`src/rtl/rob_commit_if.sv`:
```
// Reorder-buffer bundle: dispatch allocation, writeback, flush, and
// the commit port that drives the register file write side.
interface rob_commit_if #(
  parameter int WIDTH = 32,
  parameter int TAG_W = 3
);
  logic             alloc_valid;
  logic [4:0]       alloc_rd;
  logic             alloc_ready;
  logic [TAG_W-1:0] alloc_tag;

  logic             wb_valid;
  logic [TAG_W-1:0] wb_tag;
  logic [WIDTH-1:0] wb_data;

  logic             flush;

  logic             commit_w_en;
  logic [4:0]       commit_rd_addr;
  logic [WIDTH-1:0] commit_w_data;

  logic [TAG_W:0]   count;
  logic             empty;
  logic             full;

  // Core side: dispatch, execution units and flush control.
  modport master (
    output alloc_valid, alloc_rd, wb_valid, wb_tag, wb_data, flush,
    input  alloc_ready, alloc_tag, commit_w_en, commit_rd_addr, commit_w_data,
           count, empty, full
  );

  // Reorder buffer side.
  modport slave (
    input  alloc_valid, alloc_rd, wb_valid, wb_tag, wb_data, flush,
    output alloc_ready, alloc_tag, commit_w_en, commit_rd_addr, commit_w_data,
           count, empty, full
  );
endinterface

```
`src/rtl/rob_commit.sv`:
```
// Reorder buffer: in-order allocation, out-of-order writeback by tag,
// in-order retirement of at most one entry per cycle straight into the
// register file write port.
module rob_commit #(
  parameter int WIDTH = 32,
  parameter int DEPTH = 8,
  parameter int TAG_W = $clog2(DEPTH)
) (
  input logic        clk,
  input logic        reset,
  rob_commit_if.slave rob
);

  typedef logic [TAG_W:0] ptr_t;

  // Pointers carry an extra wrap bit so full and empty are distinguishable.
  ptr_t             head_ptr;
  ptr_t             tail_ptr;
  logic [TAG_W-1:0] head_idx;
  logic [TAG_W-1:0] tail_idx;

  logic [DEPTH-1:0] valid_q;
  logic [DEPTH-1:0] done_q;
  logic [4:0]       rd_q   [DEPTH];
  logic [WIDTH-1:0] data_q [DEPTH];

  logic full_w;
  logic alloc_fire;
  logic wb_fire;
  logic commit_fire;

  assign head_idx = head_ptr[TAG_W-1:0];
  assign tail_idx = tail_ptr[TAG_W-1:0];

  assign full_w = (head_idx == tail_idx) && (head_ptr[TAG_W] != tail_ptr[TAG_W]);

  // Flush suppresses every operation in its cycle, including commit.
  assign alloc_fire  = rob.alloc_valid && !full_w && !rob.flush;
  assign wb_fire     = rob.wb_valid && valid_q[rob.wb_tag] && !rob.flush;
  assign commit_fire = valid_q[head_idx] && done_q[head_idx] && !rob.flush;

  // Status outputs derived purely from the pointers.
  assign rob.count       = tail_ptr - head_ptr;
  assign rob.empty       = (head_ptr == tail_ptr);
  assign rob.full        = full_w;
  assign rob.alloc_ready = !full_w;
  assign rob.alloc_tag   = tail_idx;

  // Commit port: head entry payload gated to zero when not retiring.
  always_comb begin
    // NOTE: every output gets a default first so no path leaves it unassigned and infers a latch.
    rob.commit_w_en    = 1'b0;
    rob.commit_rd_addr = '0;
    rob.commit_w_data  = '0;
    if (commit_fire) begin
      rob.commit_w_en    = 1'b1;
      rob.commit_rd_addr = rd_q[head_idx];
      rob.commit_w_data  = data_q[head_idx];
    end
  end

  // Pointer update: reset and flush rewind both, otherwise advance independently.
  always_ff @(posedge clk) begin
    // NOTE: state registers use non-blocking assignments so every flop samples pre-edge values.
    if (reset || rob.flush) begin
      head_ptr <= '0;
      tail_ptr <= '0;
    end else begin
      if (commit_fire) head_ptr <= head_ptr + ptr_t'(1);
      if (alloc_fire)  tail_ptr <= tail_ptr + ptr_t'(1);
    end
  end

  // Entry status bits: allocate sets valid, writeback sets done, commit retires.
  always_ff @(posedge clk) begin
    if (reset || rob.flush) begin
      valid_q <= '0;
      done_q  <= '0;
    end else begin
      if (commit_fire) valid_q[head_idx] <= 1'b0;
      if (alloc_fire) begin
        valid_q[tail_idx] <= 1'b1;
        done_q[tail_idx]  <= 1'b0;
      end
      if (wb_fire) done_q[rob.wb_tag] <= 1'b1;
    end
  end

  // Entry payload: destination captured at allocation, result at writeback.
  always_ff @(posedge clk) begin
    // NOTE: payload arrays are not reset; valid/done gate every use, so stale contents are never observed.
    if (alloc_fire) rd_q[tail_idx]     <= rob.alloc_rd;
    if (wb_fire)    data_q[rob.wb_tag] <= rob.wb_data;
  end

endmodule

```
`src/flat_wrapper.sv`:
```
// flat-port wrapper written by rule: the top's interface ports become plain ports
module rob_commit_flat 
#(
  parameter int WIDTH = 32,
  parameter int DEPTH = 8,
  parameter int TAG_W = $clog2(DEPTH)
)
  (clk, reset, rob_alloc_valid, rob_alloc_rd, rob_wb_valid, rob_wb_tag, rob_wb_data, rob_flush, rob_alloc_ready, rob_alloc_tag, rob_commit_w_en, rob_commit_rd_addr, rob_commit_w_data, rob_count, rob_empty, rob_full);
  rob_commit_if #(.WIDTH(WIDTH), .TAG_W(TAG_W)) rob_i ();
  input logic clk;
  input logic reset;
  input wire logic [$bits(rob_i.alloc_valid)-1:0] rob_alloc_valid;
  input wire logic [$bits(rob_i.alloc_rd)-1:0] rob_alloc_rd;
  input wire logic [$bits(rob_i.wb_valid)-1:0] rob_wb_valid;
  input wire logic [$bits(rob_i.wb_tag)-1:0] rob_wb_tag;
  input wire logic [$bits(rob_i.wb_data)-1:0] rob_wb_data;
  input wire logic [$bits(rob_i.flush)-1:0] rob_flush;
  output wire logic [$bits(rob_i.alloc_ready)-1:0] rob_alloc_ready;
  output wire logic [$bits(rob_i.alloc_tag)-1:0] rob_alloc_tag;
  output wire logic [$bits(rob_i.commit_w_en)-1:0] rob_commit_w_en;
  output wire logic [$bits(rob_i.commit_rd_addr)-1:0] rob_commit_rd_addr;
  output wire logic [$bits(rob_i.commit_w_data)-1:0] rob_commit_w_data;
  output wire logic [$bits(rob_i.count)-1:0] rob_count;
  output wire logic [$bits(rob_i.empty)-1:0] rob_empty;
  output wire logic [$bits(rob_i.full)-1:0] rob_full;
  assign rob_i.alloc_valid = rob_alloc_valid;
  assign rob_i.alloc_rd = rob_alloc_rd;
  assign rob_i.wb_valid = rob_wb_valid;
  assign rob_i.wb_tag = rob_wb_tag;
  assign rob_i.wb_data = rob_wb_data;
  assign rob_i.flush = rob_flush;
  assign rob_alloc_ready = rob_i.alloc_ready;
  assign rob_alloc_tag = rob_i.alloc_tag;
  assign rob_commit_w_en = rob_i.commit_w_en;
  assign rob_commit_rd_addr = rob_i.commit_rd_addr;
  assign rob_commit_w_data = rob_i.commit_w_data;
  assign rob_count = rob_i.count;
  assign rob_empty = rob_i.empty;
  assign rob_full = rob_i.full;
  rob_commit #(.WIDTH(WIDTH), .DEPTH(DEPTH), .TAG_W(TAG_W)) u_core (.clk(clk), .reset(reset), .rob(rob_i));
endmodule
```
`config.mk`:
```
export PLATFORM = sky130hd
export DESIGN_NAME = rob_commit_flat
export DESIGN_NICKNAME = d
export VERILOG_FILES = /design/src/rtl/rob_commit_if.sv /design/src/rtl/rob_commit.sv /design/src/flat_wrapper.sv
export SDC_FILE = /design/constraint.sdc
export NUM_CORES = 1
export LEC_CHECK = 0
export CAP_MARGIN = 20
export CELL_PAD_IN_SITES_DETAIL_PLACEMENT = 2
export CELL_PAD_IN_SITES_GLOBAL_PLACEMENT = 2
export CORE_MARGIN = 4
export CORE_UTILIZATION = 25
export CTS_CLUSTER_DIAMETER = 200
export DETAILED_ROUTE_END_ITERATION = 10
export PLACE_DENSITY = 0.59
export SYNTH_ARGS = -nofsm -noshare
export SYNTH_HDL_FRONTEND = slang
export SYNTH_SLANG_ARGS = --single-unit
```
`constraint.sdc`:
```
create_clock -name clk -period 16.4 [get_ports clk]
set_input_delay 3.28 -clock clk [delete_from_list [all_inputs] [get_ports clk]]
set_output_delay 3.28 -clock clk [all_outputs]
set_load 0.02 [all_outputs]
```
==> metrics <==
FF+latch count, synth=323; FFs w/ async S/R, synth=0; CTS Buf Count=37; Yosys warnings=0; fin cells=1458; critical path type=in -> out; Net count, final=813; required time of the critical path=13.12 ns; VDD IR max=0.05512 mV; pre-CTS WS=7.174 ns; initial antenna violation count=3; # setup viols final=0; main area contributors after synthesis=edfxtp_1, mux4_2, dfxtp_1, mux2i_1, nor2_1; CTS clk-pin slew, worst paths=0.06 ns; worst flop-to-flop path startpoint=u_core.head_ptr[1]; GRT Overall Usage=0.1206; Die H=234.0 um; Arr. time, crit path=5.88 ns; Max Cap Viol=0; CTS Sinks=323; relative slew slack=0.3260; grt ovf=0; hpwl dp=19.67 mm; Hold Fails Final Rpt=0; top layer in use=met5; part of the cycle the worst path needs=0.5583; status=finished clean; Post-Route WL=32.40 mm; cells on worst reg2reg path=6; largest net degree at the start of global routing=43; worst slew pin tran=1.010 ns; DP Cell Count=1395; Initial Util=0.2535; mean post-synth cell area=19.56 um2; wl on met1=14.38 mm; Mapped Cells=653; Area after DPL=14500 um2; number of synthesized flops with an enable pin=296; HP Class=reg -> reg; Placement Rows=82; Crit Reg-Reg Endpoint=u_core.rd_q[5][2]; leakage power=4.666 nW; worst skew pair latency=0.53 ns; clk_skew=0.01107 ns; Placer Congestion=0.6945; post-DR vias/cell=4.376; CP dominant cell by count=clkdlybuf4s50_1; crit path cell chain=clkdlybuf4s50_1 -> or3_2 -> buf_4 -> nor2_1 -> clkdlybuf4s50_1; Worst Path Buf+Inv=3; synth unique cells=43; Main synth FF type=edfxtp_1; Core ar.=50380 um2; hold_sp=u_core.valid_q[5]; Max Buffers Root-to-Sink=3; CP Launch Type=input port; CP max stage cell=or3_2; Hold Path Sink=u_core.valid_q[5]; Ports=93; WL/cell=22.22 um; Crit Path Max Fanout=22; vias in the first global route=7374; max frequency=109.2 MHz; top cells by count, synth=edfxtp_1, mux4_2, nor2_1; clock root cell=clkbuf_16; Antenna Cells=0; global-route wire length before repair=49.01 mm; CTS tree=built; DR WL met2=16.35 mm; Cell Area, Synth=12770 um2; CTS HTree Levels=2; most common cell in the netlist=edfxtp_1; DRT iter0 DRCs=386; DR WL met3=1.206 mm; post-CTS setup buffers=0; drc violations=0; post-CTS sizing=0; Fillers=5035; Die Width=234.0 um; Hold Buf Count CTS=0; setup TNS=0 ns; ratio of cells with drive above 1 in the final layout=0.2087; Design Area, Final=15600 um2; unrepaired setup endpoints after global routing=no; nature of the critical path endpoint=output pin; Hold Path Stages=2; post-synthesis sequential area ratio=0.7382; area occupied by multi-input gates=3128 um2; Pwr per Cell Area=108.7 nW/um2; Reg area=9438 um2; CP top delay family=buffers and inverters; Final Max Slew Viols=0; PnR worst setup slack=7.244 ns; post-route ant nets=0; top cell type's share of synthesized area=0.6959; number of port buffers=92; post-synth net total=704; Synth area leader=edfxtp_1; R2R Setup Slk=13.46 ns; biggest cell delay along the critical path=0.85 ns; total power=1.697 mW; Syn-to-layout area delta=22.16%; Period minus WS final=9.156 ns; routed vias=6380; first-pass iteration count of the detailed router=4; die area=54770 um2
==> logic make-up after synthesis <==
logic type | Yosys count | synth area share
mux | 119 | 0.1688
buf+inv | 54 | 0.02067
xor+xnor | 6 | 0.004114
fa+ha+maj | 6 | 0.006466
simple gates | 103 | 0.04261
compound gates | 42 | 0.01910
flops | 323 | 0.7382
==> per-stage QoR <==
step           utilization  hold slack [ns]
2_1_floorplan            -           0.4491
3_3_place_gp        0.2878           0.4674
3_5_place_dp        0.2878           0.4805
4_1_cts             0.3097           0.4897
5_1_grt             0.3097           0.5208
6_report            0.3097           0.4873
==> worst max-delay path by stage <==
stage / from / cells past startpoint / endpoint / slack (ns)
finish: rob_flush / 5 / rob_commit_w_data[23] / 7.24
detailed placement: rob_flush / 5 / rob_commit_w_data[23] / 7.17
CTS: rob_flush / 5 / rob_commit_w_data[23] / 7.17
global placement: rob_flush / 5 / rob_commit_rd_addr[4] / 7.24
global route: rob_flush / 5 / rob_commit_w_data[24] / 7.06
floorplan: rob_flush / 2 / u_core.data_q[4][0] / 7.07
==> flip-flops by register name, indices dropped and copies added, names as in the netlist, named ones only <==
register	flops
u_core.data_q	256
u_core.done_q	8
u_core.head_ptr	4
u_core.rd_q	40
u_core.tail_ptr	4
u_core.valid_q	8
==> worst min-delay path, stage by stage (launching register included) <==
cell     delay (ns)
dfxtp_1        0.32
o41ai_1        0.06
a21oi_1        0.06
==> where the power goes <==
group	switching (mW)	internal, mW
clock	0.317	0.448
combinational	0.0187	0.0128
sequential	0.000793	0.899
total	0.336	1.36
==> area by class of cell <==
| type | count | share of cell area |
|---|---|---|
| clock buffer | 49 | 0.06496 |
| clock inverter | 14 | 0.005934 |
| inverter | 19 | 0.004571 |
| multi-input combinational | 276 | 0.2005 |
| sequential | 323 | 0.6049 |
| tap | 672 | 0.05389 |
| timing repair buffer | 105 | 0.06528 |
==> placed cells by master (no fill, tap or decap), drive strengths merged, types with 7 or more instances in the layout <==
master           n
mux2i           42
nand2            9
clkdlybuf4s50   92
clkinv          12
o21ai           11
nand3            7
edfxtp         296
inv             20
clkbuf          49
buf             13
nor2            58
a21oi           18
mux4            76
dfxtp           27
==> per-layer routing <==
metal	vias to the layer above	track usage
met5	-	0
met4	4	0.03082
met3	32	0.02466
met2	117	0.2077
met1	3391	0.1559
li1	2836	-
Power figures use the tool's default switching activity.
